==> src/rtl/leaf_stream_bridge_pkg.sv <==
// leaf_bridge_pkg: BFT packet field layout and counter widths
// shared by the leaf stream bridge and its interface.
package leaf_bridge_pkg;

  localparam int CNT_BITS    = 16;
  localparam int TX_CNT_BITS = 32;

  function automatic int packet_bits(int pl, int lf, int pt);
    return 1 + lf + pt + pl;
  endfunction

  function automatic int valid_bit(int pl, int lf, int pt);
    return lf + pt + pl;
  endfunction

  function automatic int leaf_lsb(int pl, int pt);
    return pt + pl;
  endfunction

  function automatic int port_lsb(int pl);
    return pl;
  endfunction

  // layout of the default 40-bit packet {valid, leaf, port, payload}
  localparam int VALID_BIT = valid_bit(32, 3, 4);
  localparam int LEAF_LSB  = leaf_lsb(32, 4);
  localparam int PORT_LSB  = port_lsb(32);

endpackage

==> src/rtl/leaf_stream_bridge_if.sv <==
// leaf_stream_bridge_if: BFT packet port, user ingress/egress streams
// and statistics of the leaf bridge, with bridge/environment modports.
interface leaf_stream_bridge_if
  import leaf_bridge_pkg::*;
#(
  parameter int PAYLOAD_BITS  = 32,
  parameter int NUM_LEAF_BITS = 3,
  parameter int NUM_PORT_BITS = 4,
  parameter int NUM_IN_PORTS  = 2,
  parameter int NUM_OUT_PORTS = 2
);

  localparam int PKT_W  = packet_bits(PAYLOAD_BITS, NUM_LEAF_BITS,
                                      NUM_PORT_BITS);
  localparam int DEST_W = NUM_LEAF_BITS + NUM_PORT_BITS;

  logic [PKT_W-1:0]                      din_leaf_bft2interface;
  logic [PKT_W-1:0]                      dout_leaf_interface2bft;
  logic [NUM_IN_PORTS*PAYLOAD_BITS-1:0]  dout_leaf_interface2user;
  logic [NUM_IN_PORTS-1:0]               vld_interface2user;
  logic [NUM_IN_PORTS-1:0]               ack_user2interface;
  logic [NUM_OUT_PORTS*PAYLOAD_BITS-1:0] din_leaf_user2interface;
  logic [NUM_OUT_PORTS-1:0]              vld_user2interface;
  logic [NUM_OUT_PORTS-1:0]              ack_interface2user;
  logic [NUM_OUT_PORTS*DEST_W-1:0]       dest_cfg;
  logic [CNT_BITS-1:0]                   drop_cnt;
  logic [CNT_BITS-1:0]                   bad_port_cnt;
  logic [NUM_OUT_PORTS*TX_CNT_BITS-1:0]  tx_cnt;

  modport slave (
    input  din_leaf_bft2interface,
    input  ack_user2interface,
    input  din_leaf_user2interface,
    input  vld_user2interface,
    input  dest_cfg,
    output dout_leaf_interface2bft,
    output dout_leaf_interface2user,
    output vld_interface2user,
    output ack_interface2user,
    output drop_cnt,
    output bad_port_cnt,
    output tx_cnt
  );

  modport master (
    output din_leaf_bft2interface,
    output ack_user2interface,
    output din_leaf_user2interface,
    output vld_user2interface,
    output dest_cfg,
    input  dout_leaf_interface2bft,
    input  dout_leaf_interface2user,
    input  vld_interface2user,
    input  ack_interface2user,
    input  drop_cnt,
    input  bad_port_cnt,
    input  tx_cnt
  );

endinterface

==> src/rtl/leaf_stream_bridge_fifo.sv <==
// leaf_port_fifo: synchronous FIFO with full/empty flags; a pop on the
// same edge frees the slot so a push into a full FIFO is accepted.
module leaf_port_fifo #(
  parameter int DEPTH = 16,
  parameter int WIDTH = 32
) (
  input  logic             i_clk,
  input  logic             i_rst_n,
  input  logic             i_push,
  input  logic [WIDTH-1:0] i_data,
  input  logic             i_pop,
  output logic [WIDTH-1:0] o_data,
  output logic             o_full,
  output logic             o_empty
);

  localparam int AW = $clog2(DEPTH);

  logic [WIDTH-1:0] r_mem [DEPTH];
  logic [AW-1:0]    r_wr;
  logic [AW-1:0]    r_rd;
  logic [AW:0]      r_cnt;
  logic             w_rd;
  logic             w_wr;

  assign o_empty = (r_cnt == '0);
  assign o_full  = (r_cnt == (AW+1)'(DEPTH));
  assign w_rd    = i_pop && !o_empty;
  assign w_wr    = i_push && (!o_full || w_rd);
  assign o_data  = o_empty ? '0 : r_mem[r_rd];

  always_ff @(posedge i_clk) begin
    if (w_wr) r_mem[r_wr] <= i_data;
  end

  always_ff @(posedge i_clk or negedge i_rst_n) begin
    if (!i_rst_n) begin
      r_wr  <= '0;
      r_rd  <= '0;
      r_cnt <= '0;
    end else begin
      if (w_wr) r_wr <= r_wr + 1'b1;
      if (w_rd) r_rd <= r_rd + 1'b1;
      unique case ({w_wr, w_rd})
        2'b10:   r_cnt <= r_cnt + 1'b1;
        2'b01:   r_cnt <= r_cnt - 1'b1;
        default: r_cnt <= r_cnt;
      endcase
    end
  end

endmodule

==> src/rtl/leaf_stream_bridge.sv <==
// leaf_stream_bridge: BFT packet port <-> N user streams, ingress FIFOs
// and round-robin egress; LEAF_BRIDGE_STATS_EN builds the counters.
module leaf_stream_bridge
  import leaf_bridge_pkg::*;
#(
  parameter int PAYLOAD_BITS  = 32,
  parameter int NUM_LEAF_BITS = 3,
  parameter int NUM_PORT_BITS = 4,
  parameter int NUM_IN_PORTS  = 2,
  parameter int NUM_OUT_PORTS = 2,
  parameter int FIFO_DEPTH    = 16
) (
  input logic                clk,
  input logic                reset_n,
  leaf_stream_bridge_if.slave bus
);

  localparam int PKT_W  = packet_bits(PAYLOAD_BITS, NUM_LEAF_BITS,
                                      NUM_PORT_BITS);
  localparam int VB     = valid_bit(PAYLOAD_BITS, NUM_LEAF_BITS,
                                    NUM_PORT_BITS);
  localparam int LL     = leaf_lsb(PAYLOAD_BITS, NUM_PORT_BITS);
  localparam int PL     = port_lsb(PAYLOAD_BITS);
  localparam int DEST_W = NUM_LEAF_BITS + NUM_PORT_BITS;
  localparam int RR_W   = (NUM_OUT_PORTS > 1) ?
                          $clog2(NUM_OUT_PORTS) : 1;

  logic [PKT_W-1:0]         r_in;
  logic                     w_in_vld;
  logic [NUM_PORT_BITS-1:0] w_in_port;
  logic [PAYLOAD_BITS-1:0]  w_in_data;
  logic                     w_unused_leaf;
  logic [NUM_IN_PORTS-1:0]  w_push;
  logic [NUM_IN_PORTS-1:0]  w_pop;
  logic [NUM_IN_PORTS-1:0]  w_full;
  logic [NUM_IN_PORTS-1:0]  w_empty;
  logic [NUM_IN_PORTS*PAYLOAD_BITS-1:0] w_user_data;

  always_ff @(posedge clk or negedge reset_n) begin
    if (!reset_n) r_in <= '0;
    else          r_in <= bus.din_leaf_bft2interface;
  end

  assign w_in_vld      = r_in[VB];
  assign w_in_port     = r_in[PL +: NUM_PORT_BITS];
  assign w_in_data     = r_in[0 +: PAYLOAD_BITS];
  assign w_unused_leaf = ^r_in[LL +: NUM_LEAF_BITS];

  for (genvar p = 0; p < NUM_IN_PORTS; p++) begin : g_in
    assign w_push[p] = w_in_vld &&
                       (w_in_port == NUM_PORT_BITS'(p));
    assign w_pop[p]  = !w_empty[p] && bus.ack_user2interface[p];

    leaf_port_fifo #(
      .DEPTH (FIFO_DEPTH),
      .WIDTH (PAYLOAD_BITS)
    ) u_fifo (
      .i_clk   (clk),
      .i_rst_n (reset_n),
      .i_push  (w_push[p]),
      .i_data  (w_in_data),
      .i_pop   (w_pop[p]),
      .o_data  (w_user_data[p*PAYLOAD_BITS +: PAYLOAD_BITS]),
      .o_full  (w_full[p]),
      .o_empty (w_empty[p])
    );
  end

  assign bus.dout_leaf_interface2user = w_user_data;
  assign bus.vld_interface2user       = ~w_empty;

  logic [RR_W-1:0]          r_rr;
  logic [RR_W-1:0]          w_gnt;
  logic [RR_W-1:0]          w_idx;
  logic                     w_gnt_vld;
  logic [NUM_OUT_PORTS-1:0] w_ack;
  logic [PKT_W-1:0]         r_out;

  // first requester at or after the pointer, wrapping
  always_comb begin
    w_gnt_vld = 1'b0;
    w_gnt     = '0;
    w_idx     = '0;
    for (int k = 0; k < NUM_OUT_PORTS; k++) begin
      w_idx = RR_W'((int'(r_rr) + k) % NUM_OUT_PORTS);
      if (!w_gnt_vld && bus.vld_user2interface[w_idx]) begin
        w_gnt_vld = 1'b1;
        w_gnt     = w_idx;
      end
    end
  end

  always_comb begin
    w_ack = '0;
    if (w_gnt_vld && reset_n) w_ack[w_gnt] = 1'b1;
  end

  assign bus.ack_interface2user = w_ack;

  always_ff @(posedge clk or negedge reset_n) begin
    if (!reset_n) begin
      r_rr  <= '0;
      r_out <= '0;
    end else if (w_gnt_vld) begin
      r_out <= {1'b1,
                bus.dest_cfg[int'(w_gnt)*DEST_W +: DEST_W],
                bus.din_leaf_user2interface[
                  int'(w_gnt)*PAYLOAD_BITS +: PAYLOAD_BITS]};
      r_rr  <= RR_W'((int'(w_gnt) + 1) % NUM_OUT_PORTS);
    end else begin
      r_out[VB] <= 1'b0;
    end
  end

  assign bus.dout_leaf_interface2bft = r_out;

`ifdef LEAF_BRIDGE_STATS_EN
  localparam logic [CNT_BITS-1:0] CNT_MAX = '1;

  logic                w_drop;
  logic                w_bad;
  logic [CNT_BITS-1:0] r_drop;
  logic [CNT_BITS-1:0] r_bad;
  logic [NUM_OUT_PORTS*TX_CNT_BITS-1:0] w_tx;

  assign w_drop = |(w_push & w_full & ~w_pop);
  assign w_bad  = w_in_vld && ({1'b0, w_in_port} >=
                  (NUM_PORT_BITS+1)'(NUM_IN_PORTS));

  always_ff @(posedge clk or negedge reset_n) begin
    if (!reset_n) begin
      r_drop <= '0;
      r_bad  <= '0;
    end else begin
      if (w_drop && r_drop != CNT_MAX) r_drop <= r_drop + 1'b1;
      if (w_bad && r_bad != CNT_MAX)   r_bad  <= r_bad + 1'b1;
    end
  end

  for (genvar i = 0; i < NUM_OUT_PORTS; i++) begin : g_tx
    logic [TX_CNT_BITS-1:0] r_tx;
    always_ff @(posedge clk or negedge reset_n) begin
      if (!reset_n) r_tx <= '0;
      else if (w_gnt_vld && w_gnt == RR_W'(i)) r_tx <= r_tx + 1'b1;
    end
    assign w_tx[i*TX_CNT_BITS +: TX_CNT_BITS] = r_tx;
  end

  assign bus.drop_cnt     = r_drop;
  assign bus.bad_port_cnt = r_bad;
  assign bus.tx_cnt       = w_tx;
`else
  logic w_unused_full;
  assign w_unused_full    = ^w_full;
  assign bus.drop_cnt     = '0;
  assign bus.bad_port_cnt = '0;
  assign bus.tx_cnt       = '0;
`endif

endmodule

==> src/flat_wrapper.sv <==
// flat-port wrapper written by rule: the top's interface ports become plain ports
module leaf_stream_bridge_flat import leaf_bridge_pkg::*;
#(
  parameter int PAYLOAD_BITS  = 32,
  parameter int NUM_LEAF_BITS = 3,
  parameter int NUM_PORT_BITS = 4,
  parameter int NUM_IN_PORTS  = 2,
  parameter int NUM_OUT_PORTS = 2,
  parameter int FIFO_DEPTH    = 16
)
  (clk, reset_n, bus_din_leaf_bft2interface, bus_ack_user2interface, bus_din_leaf_user2interface, bus_vld_user2interface, bus_dest_cfg, bus_dout_leaf_interface2bft, bus_dout_leaf_interface2user, bus_vld_interface2user, bus_ack_interface2user, bus_drop_cnt, bus_bad_port_cnt, bus_tx_cnt);
  leaf_stream_bridge_if #(.PAYLOAD_BITS(PAYLOAD_BITS), .NUM_LEAF_BITS(NUM_LEAF_BITS), .NUM_PORT_BITS(NUM_PORT_BITS), .NUM_IN_PORTS(NUM_IN_PORTS), .NUM_OUT_PORTS(NUM_OUT_PORTS)) bus_i ();
  input logic clk;
  input logic reset_n;
  input wire logic [$bits(bus_i.din_leaf_bft2interface)-1:0] bus_din_leaf_bft2interface;
  input wire logic [$bits(bus_i.ack_user2interface)-1:0] bus_ack_user2interface;
  input wire logic [$bits(bus_i.din_leaf_user2interface)-1:0] bus_din_leaf_user2interface;
  input wire logic [$bits(bus_i.vld_user2interface)-1:0] bus_vld_user2interface;
  input wire logic [$bits(bus_i.dest_cfg)-1:0] bus_dest_cfg;
  output wire logic [$bits(bus_i.dout_leaf_interface2bft)-1:0] bus_dout_leaf_interface2bft;
  output wire logic [$bits(bus_i.dout_leaf_interface2user)-1:0] bus_dout_leaf_interface2user;
  output wire logic [$bits(bus_i.vld_interface2user)-1:0] bus_vld_interface2user;
  output wire logic [$bits(bus_i.ack_interface2user)-1:0] bus_ack_interface2user;
  output wire logic [$bits(bus_i.drop_cnt)-1:0] bus_drop_cnt;
  output wire logic [$bits(bus_i.bad_port_cnt)-1:0] bus_bad_port_cnt;
  output wire logic [$bits(bus_i.tx_cnt)-1:0] bus_tx_cnt;
  assign bus_i.din_leaf_bft2interface = bus_din_leaf_bft2interface;
  assign bus_i.ack_user2interface = bus_ack_user2interface;
  assign bus_i.din_leaf_user2interface = bus_din_leaf_user2interface;
  assign bus_i.vld_user2interface = bus_vld_user2interface;
  assign bus_i.dest_cfg = bus_dest_cfg;
  assign bus_dout_leaf_interface2bft = bus_i.dout_leaf_interface2bft;
  assign bus_dout_leaf_interface2user = bus_i.dout_leaf_interface2user;
  assign bus_vld_interface2user = bus_i.vld_interface2user;
  assign bus_ack_interface2user = bus_i.ack_interface2user;
  assign bus_drop_cnt = bus_i.drop_cnt;
  assign bus_bad_port_cnt = bus_i.bad_port_cnt;
  assign bus_tx_cnt = bus_i.tx_cnt;
  leaf_stream_bridge #(.PAYLOAD_BITS(PAYLOAD_BITS), .NUM_LEAF_BITS(NUM_LEAF_BITS), .NUM_PORT_BITS(NUM_PORT_BITS), .NUM_IN_PORTS(NUM_IN_PORTS), .NUM_OUT_PORTS(NUM_OUT_PORTS), .FIFO_DEPTH(FIFO_DEPTH)) u_core (.clk(clk), .reset_n(reset_n), .bus(bus_i));
endmodule
==> config.mk <==
export PLATFORM = sky130hd
export DESIGN_NAME = leaf_stream_bridge_flat
export DESIGN_NICKNAME = d
export VERILOG_FILES = /design/src/rtl/leaf_stream_bridge_pkg.sv /design/src/rtl/leaf_stream_bridge_if.sv /design/src/rtl/leaf_stream_bridge_fifo.sv /design/src/rtl/leaf_stream_bridge.sv /design/src/flat_wrapper.sv
export SDC_FILE = /design/constraint.sdc
export NUM_CORES = 1
export LEC_CHECK = 0
export ABC_CLOCK_PERIOD_IN_PS = 3570
export CAP_MARGIN = 0
export CORE_ASPECT_RATIO = 0.7
export CORE_MARGIN = 3
export CORE_UTILIZATION = 42
export CTS_CLUSTER_SIZE = 14
export DETAILED_ROUTE_END_ITERATION = 16
export GPL_TIMING_DRIVEN = 0
export SKIP_CTS_REPAIR_TIMING = 1
export SLEW_MARGIN = 20
export SYNTH_ARGS = -nofsm -noshare
export SYNTH_HDL_FRONTEND = slang
export SYNTH_SLANG_ARGS = --single-unit
==> constraint.sdc <==
create_clock -name clk -period 3.57 [get_ports clk]
set_input_delay 0.5355 -clock clk [delete_from_list [all_inputs] [get_ports clk]]
set_output_delay 0.5355 -clock clk [all_outputs]
set_load 0.02 [all_outputs]
Word-level counts from Yosys, hierarchy flattened
Memory sizes are Yosys's and may differ from the RTL's.
Index checks and enable logic that the tools add are counted.

word-level totals
  register bits after elaboration = 107
  bits in latches = 0
  RAM bits = 1024
  ROM bits = 0
  input bits = 124
  output and inout bits = 204
  logic and storage cells = 80
  memories kept = 2

cells by class
  add/sub/neg operators = 10
  multiply operators = 1
  divide/modulo/power cells = 0
  $lt $le $gt $ge = 4
  equality and inequality tests = 7
  shifts and indexed selects = 2
  multiplexer cells = 20
  bitwise gates (word level) = 1
  reductions and logical operators = 23

memories
  name                         words  bits a word  read ports  clocked after memory_dff  write ports  RTL line                       text
  u_core.g_in[0].u_fifo.r_mem  16     32           1           0                         1            leaf_stream_bridge_fifo.sv:19  logic [WIDTH-1:0] r_mem [DEPTH];
  u_core.g_in[1].u_fifo.r_mem  16     32           1           0                         1            leaf_stream_bridge_fifo.sv:19

operators with widths
  kind                                                         number
  2-to-1 mux 32 bit                                            2
  variable part select 64 x 7 -> 32 bit                        1
  variable part select 14 x 32 -> 7 bit                        1
  one-hot mux 5 bit (2 select lines)                           2
  adder 4 x 1 -> 4 bit (second input constant)                 4
  2-to-1 mux 1 bit                                             14
  logical AND 1 bit                                            11
  adder 5 x 1 -> 5 bit (second input constant)                 2
  equality test 5 bit (second input constant)                  2
  logical NOT 5 bit                                            2
  subtractor 5 x 1 -> 5 bit (second input constant)            2
  less-than comparator 1 x 2 -> 1 bit (second input constant)  3
  logical NOT 1 bit                                            5
  equality test 2 x 1 -> 1 bit (second input constant)         2
  equality test 2 bit (second input constant)                  2
  equality test 4 x 1 -> 1 bit (second input constant)         1
  logical NOT 4 bit                                            1
  multiplier 1 x 3 -> 4 bit (second input constant)            1
  nonzero test 2 bit                                           2
  adder 1 bit (second input constant)                          2
  logical OR 1 bit                                             2
  2-to-1 mux 2 bit                                             1
  inverter 2 bit                                               1
  demux 1 bit (select 1 bit)                                   1
  >= comparator 1 bit (second input constant)                  1

Logic depth before layout (Yosys ltp)
  word-level depth = 11
  depth in mapped cells = 10
  depth with buffers taken out = 9

Cells and area by module
Synthesis repeated with hierarchy kept, for this count alone.

unflattened totals
  cell total of the unflattened synthesis = 2145
  area, all modules = 44980.6 um^2

by module, submodules not included
  module                                   times used  cells each  area an instance (um^2)  seq. area each (um^2)
  leaf_port_fifo at u_core.g_in[1].u_fifo  1           890         20348.3                  15700.1
  leaf_port_fifo at u_core.g_in[0].u_fifo  1           882         20299.5                  15700.1
  leaf_stream_bridge                       1           373         4332.9                   1951.9

Worst setup path after synthesis
OpenSTA, ideal clock, no wires.

  path kind = register to register
  from = register u_core.r_in[33]
  to = memory u_core.g_in[0].u_fifo.r_mem[10][0] (enable)
  library setup time = 421 ps
  data arrival time = 3012 ps
  required time = 3149 ps
  slack = 137 ps
  stages on the path, launching flop included = 6
  path buffers = 1
  clock period less this slack = 3433 ps
  cell sequence = dfrtp_1 or4b_1 clkbuf_1 a311oi_4 nand3b_1 nor2_1

on the way
  longest elaborated chain between the ends = 5

ends and longest elaborated chain
  what                                    RTL line                       text
  from (decl)                             leaf_stream_bridge.sv:28       logic [PKT_W-1:0] r_in;
  from (signal assigned)                  leaf_stream_bridge.sv:41       else r_in <= bus.din_leaf_bft2interface;
  logical NOT 4 bit                       leaf_stream_bridge.sv:51       (w_in_port == NUM_PORT_BITS'(p));
  logical AND 1 bit                       leaf_stream_bridge.sv:50       assign w_push[p] = w_in_vld &&
  logical AND 1 bit                       leaf_stream_bridge_fifo.sv:29  assign w_wr = i_push && (!o_full || w_rd);
  2-to-1 mux 1 bit                        leaf_stream_bridge_fifo.sv:33  if (w_wr) r_mem[r_wr] <= i_data;
  2-to-1 mux 1 bit (not written as such)  leaf_stream_bridge_fifo.sv:33
  to (decl)                               leaf_stream_bridge_fifo.sv:19

Every way passes these cells.

Worst setup path after layout
  from = register u_core.g_in[1].u_fifo.r_cnt[1]
  to = output bus_dout_leaf_interface2user[34]

on the way
  longest elaborated chain between the ends = 2

ends and longest elaborated chain
  what                    RTL line                       text
  from (decl)             leaf_stream_bridge_fifo.sv:22  logic [AW:0] r_cnt;
  from (signal assigned)  leaf_stream_bridge_fifo.sv:45  2'b10: r_cnt <= r_cnt + 1'b1;
  from (signal assigned)  leaf_stream_bridge_fifo.sv:46  2'b01: r_cnt <= r_cnt - 1'b1;
  from (signal assigned)  leaf_stream_bridge_fifo.sv:47  default: r_cnt <= r_cnt;
  logical NOT 5 bit       leaf_stream_bridge_fifo.sv:26  assign o_empty = (r_cnt == '0);
  2-to-1 mux 32 bit       leaf_stream_bridge_fifo.sv:30  assign o_data = o_empty ? '0 : r_mem[r_rd];
  to (decl)               flat_wrapper.sv:21             output wire logic [$bits(bus_i.dout_leaf_interface2user)-1:0] bus_dout_leaf_interface2user;

Every way passes these cells.

==> impl_results.md <==
* Yosys Warn Count at 0
* Starting Density at 42.78%
* TritonCTS clock tree: done
* Die Wd at about 390 um
* Antenna violations before repair at 1
* Synth top area share at 69.62%
* Pre-antenna DRT Iters at 7
* Max Cap Viol at 0
* Top-count cell post-synth: edfxtp_1
* Critical path startpoint category: register
* Num CTS Buffers at 107
* Post-synth EDFFs at 1024
* Remaining antenna violation count at 0
* Share of post-route cells with drive strength above 1 at 25.81%
* Core Rows at 98
* Synth top area cells: edfxtp_1, mux4_2, dfrtp_1
* Fmax at 285.6 MHz
* Gate power share at 32.4%
* Worst EP arrival at 2.97 ns
* Synth Register Bits at 1128
* Power Total at 38820 uW
* Worst Reg-to-Reg Cells at 4
* Placed cell count at 3888
* Post-place instance area at about 50000 um^2
* Most frequent CP cell: nand2b_4
* VDD IR max at 0.4583 mV
* GRT overflow at 0
* CP Max Fanout at 10
* Setup TNS at 0 ns
* Nature of the critical path endpoint: output port
* Area grow syn2layout at 20.71%
* Critical path required time at 3.03 ns
* Reg2reg end: u_core.g_in[1].u_fifo.r_mem[7][11]
* Post-route DRC at 0
* HP Start: bus_din_leaf_bft2interface[23]
* Min-delay worst type: primary input to register
* Post-DR wirelength/cell at 26.03 um
* Worst path cell trace: or4_1 -> buf_2 -> nand2b_4 -> nand2b_4 -> buf_4 -> o22ai_1 -> dlymetal6s2s_1
* Sw Share at 30.86%
* Slew @ Worst Pin at 1.105 ns
* Cell count after synthesis at between 2000 and 2500
* Cell depth of the worst hold path at 1
* Worst Skew at 0.02360 ns
* RSZ-0062 raised after global routing: yes
* Num Clock Sinks at 1128
* # port buffers at roughly 230
* Total global-route track usage at between 10% and 20%
* Slowest cell on crit path: or4_1
* Slew Limit Headroom at between 20 and 30%
* First-pass GRT wire length at ~160000 um
* Vias per cell at 5.432
* Reg2Reg Setup Slack at between 0.2 and 0.25 ns
* Clock slew at reported path FFs at 0.06 ns
* Final hold vios at 0
* Clock root cell: clkbuf_16
* Main flop type after synthesis: edfxtp_1
* Clk pwr share at between 20% and 30%
* Kind of critical path: register to output port
* Crit path largest cell delay at a little over 0.5 ns
* Fillers at 8133
* Yosys cell types at 48
* Final WL at 106500 um
* Initial DRC Count at 2467
* Via count at 22230
* Worst-Skew Late Latency at 0.68 ns
* Pins Over Slew Limit at 0
* Reg power frac at between 30 and 40%
* Ant. Diodes at 0
* Gp weighted congestion at 0.7923
* Pint at 26840 uW
* Final Setup Violations at 0
* Top cells by count, synth: edfxtp_1, mux4_2, mux2i_1
* Pin count of the biggest net entering global routing at 57
* Leak at 0.01866 uW
* Cell taking the most area after synthesis: edfxtp_1
* Syn avg cell area at 20.65 um^2
* Finished Layout Cells at 4093
* Nets@finish at between 2000 and 3000
* Die Y at 277.3 um
* Final hold slack at about 0.29 ns
* IO Pins at 328
* Pwr dens at between 700 and 800 nW/um^2
* Fin area at 53310 um^2
* Vias in the first global route at 23240
* Die ar. at around 110000 um^2
* Worst r2r src: u_core.r_in[33]
* Register area share after synthesis at 75.52%
* Max H-tree Level at 3
* Core area at 103200 um^2
* Dpl hpwl at just under 70000 um
* Sink of the worst hold path: u_core.r_in[23]
* Async SR Flop Fraction at roughly 9%
* Tmin final at 3.502 ns
* Synthesized area at 44160 um^2
* Max clock buf depth at 3
* Net switching power at 11980 uW
* Tcrit/Tclk final at 98.08%
* Status: complete, no violations
## cell type report
class	instances	area, um^2	area share, %
Clock inverter	47	387.9	0.7275
Clock buffer	157	3060	5.741
Multi-Input combinational cell	850	10010	18.78
Tap cell	1400	1752	3.286
Timing Repair Buffer	256	3083	5.783
Sequential cell	1128	33370	62.59
Buffer	206	1465	2.748
Inverter	49	183.9	0.3450
## placed cells by master (no fill, tap or decap), types with 18 or more instances in the layout
cell type / netlist / layout
dlymetal6s2s_1: 0 / 64
edfxtp_1: 1024 / 1024
mux4_2: 256 / 256
conb_1: 1 / 96
buf_6: 0 / 18
dfrtp_1: 104 / 91
nor2_1: 58 / 54
clkbuf_2: 0 / 22
buf_12: 0 / 20
o22ai_1: 104 / 98
a21oi_1: 36 / 36
clkbuf_4: 0 / 28
a31oi_1: 32 / 32
inv_1: 49 / 49
clkinv_2: 0 / 20
buf_4: 96 / 100
and2_2: 0 / 20
mux2i_1: 132 / 126
clkbuf_1: 58 / 61
clkdlybuf4s50_1: 0 / 160
clkbuf_16: 0 / 111
## kinds of logic (layout without fill, tap and decap cells)
logic type / after synthesis / count (layout) / synth area share, %
AOI/OAI and AO/OA: 189 / 189 / 2.640
xor gates and xnor gates: 18 / 18 / 0.3570
adders and majority gates: 18 / 18 / 0.5439
buffers and inverters: 256 / 715 / 3.097
DFF: 1128 / 1128 / 75.52
muxes: 399 / 399 / 16.36
other: 1 / 96 / 0.008491
and+or+nand+nor: 130 / 130 / 1.476
## power by group through the flow
stage | Combinational, uW | Sequential [uW] | Clock [uW]
final | 12600 | 15100 | 11100
after global routing | 13400 | 15200 | 11900
after CTS | 12400 | 15100 | 11300
after detailed placement | 12400 | 15400 | 0
after global placement | 12300 | 15300 | 0
after floorplan | 7730 | 15300 | 0
## stage by stage
stage / util [%] / worst slack (ns)
floorplan: - / 0.1373
global placement: 47.00 / -3.463
detailed placement: 47.71 / -0.3529
CTS: 51.05 / -1.115
global route: 51.64 / -0.003444
finish: 51.64 / 0.06843
## layer usage
layer,vias to the layer above,global-route usage (%),part of all wire [%]
li1,9474,-,-
met4,0,4.112,1.7
met3,147,3.516,6.6
met2,748,29.71,47
met5,-,0,0
met1,11860,29.20,45
## sequential cells by signal, summed over array words and instances (netlist names)
name                                count
u_core.g_in.u_fifo.r_cnt               10
u_core.r_rr                             1
u_core.bus.dout_leaf_interface2bft     40
u_core.g_in.u_fifo.r_rd                 8
u_core.g_in.u_fifo.r_mem             1024
u_core.g_in.u_fifo.r_wr                 8
u_core.r_in                            37
## worst max path at each step
stage,startpoint,to,slack (ns),cells past startpoint
after global placement,reset_n,bus_ack_interface2user[1],-3.46,4
after floorplan,u_core.r_in[33],u_core.g_in[0].u_fifo.r_mem[10][0],0.14,5
after detailed placement,u_core.g_in[1].u_fifo.r_rd[1],bus_dout_leaf_interface2user[38],-0.35,6
after global routing,u_core.g_in[1].u_fifo.r_cnt[1],bus_dout_leaf_interface2user[34],-0.003,7
final,u_core.g_in[1].u_fifo.r_cnt[1],bus_dout_leaf_interface2user[34],0.07,7
after CTS,u_core.g_in[1].u_fifo.r_rd[1],bus_dout_leaf_interface2user[38],-1.11,6
## critical path: cells and delay by family, from the launching register on
| family | cells | cell delay (ns) |
|---|---|---|
| AOI/OAI and AO/OA | 1 | 0.22 |
| DFF | 1 | 0.40 |
| buffers and inverters | 3 | 0.75 |
| and+or+nand+nor | 3 | 0.90 |
(Power assumes the default switching activity.)
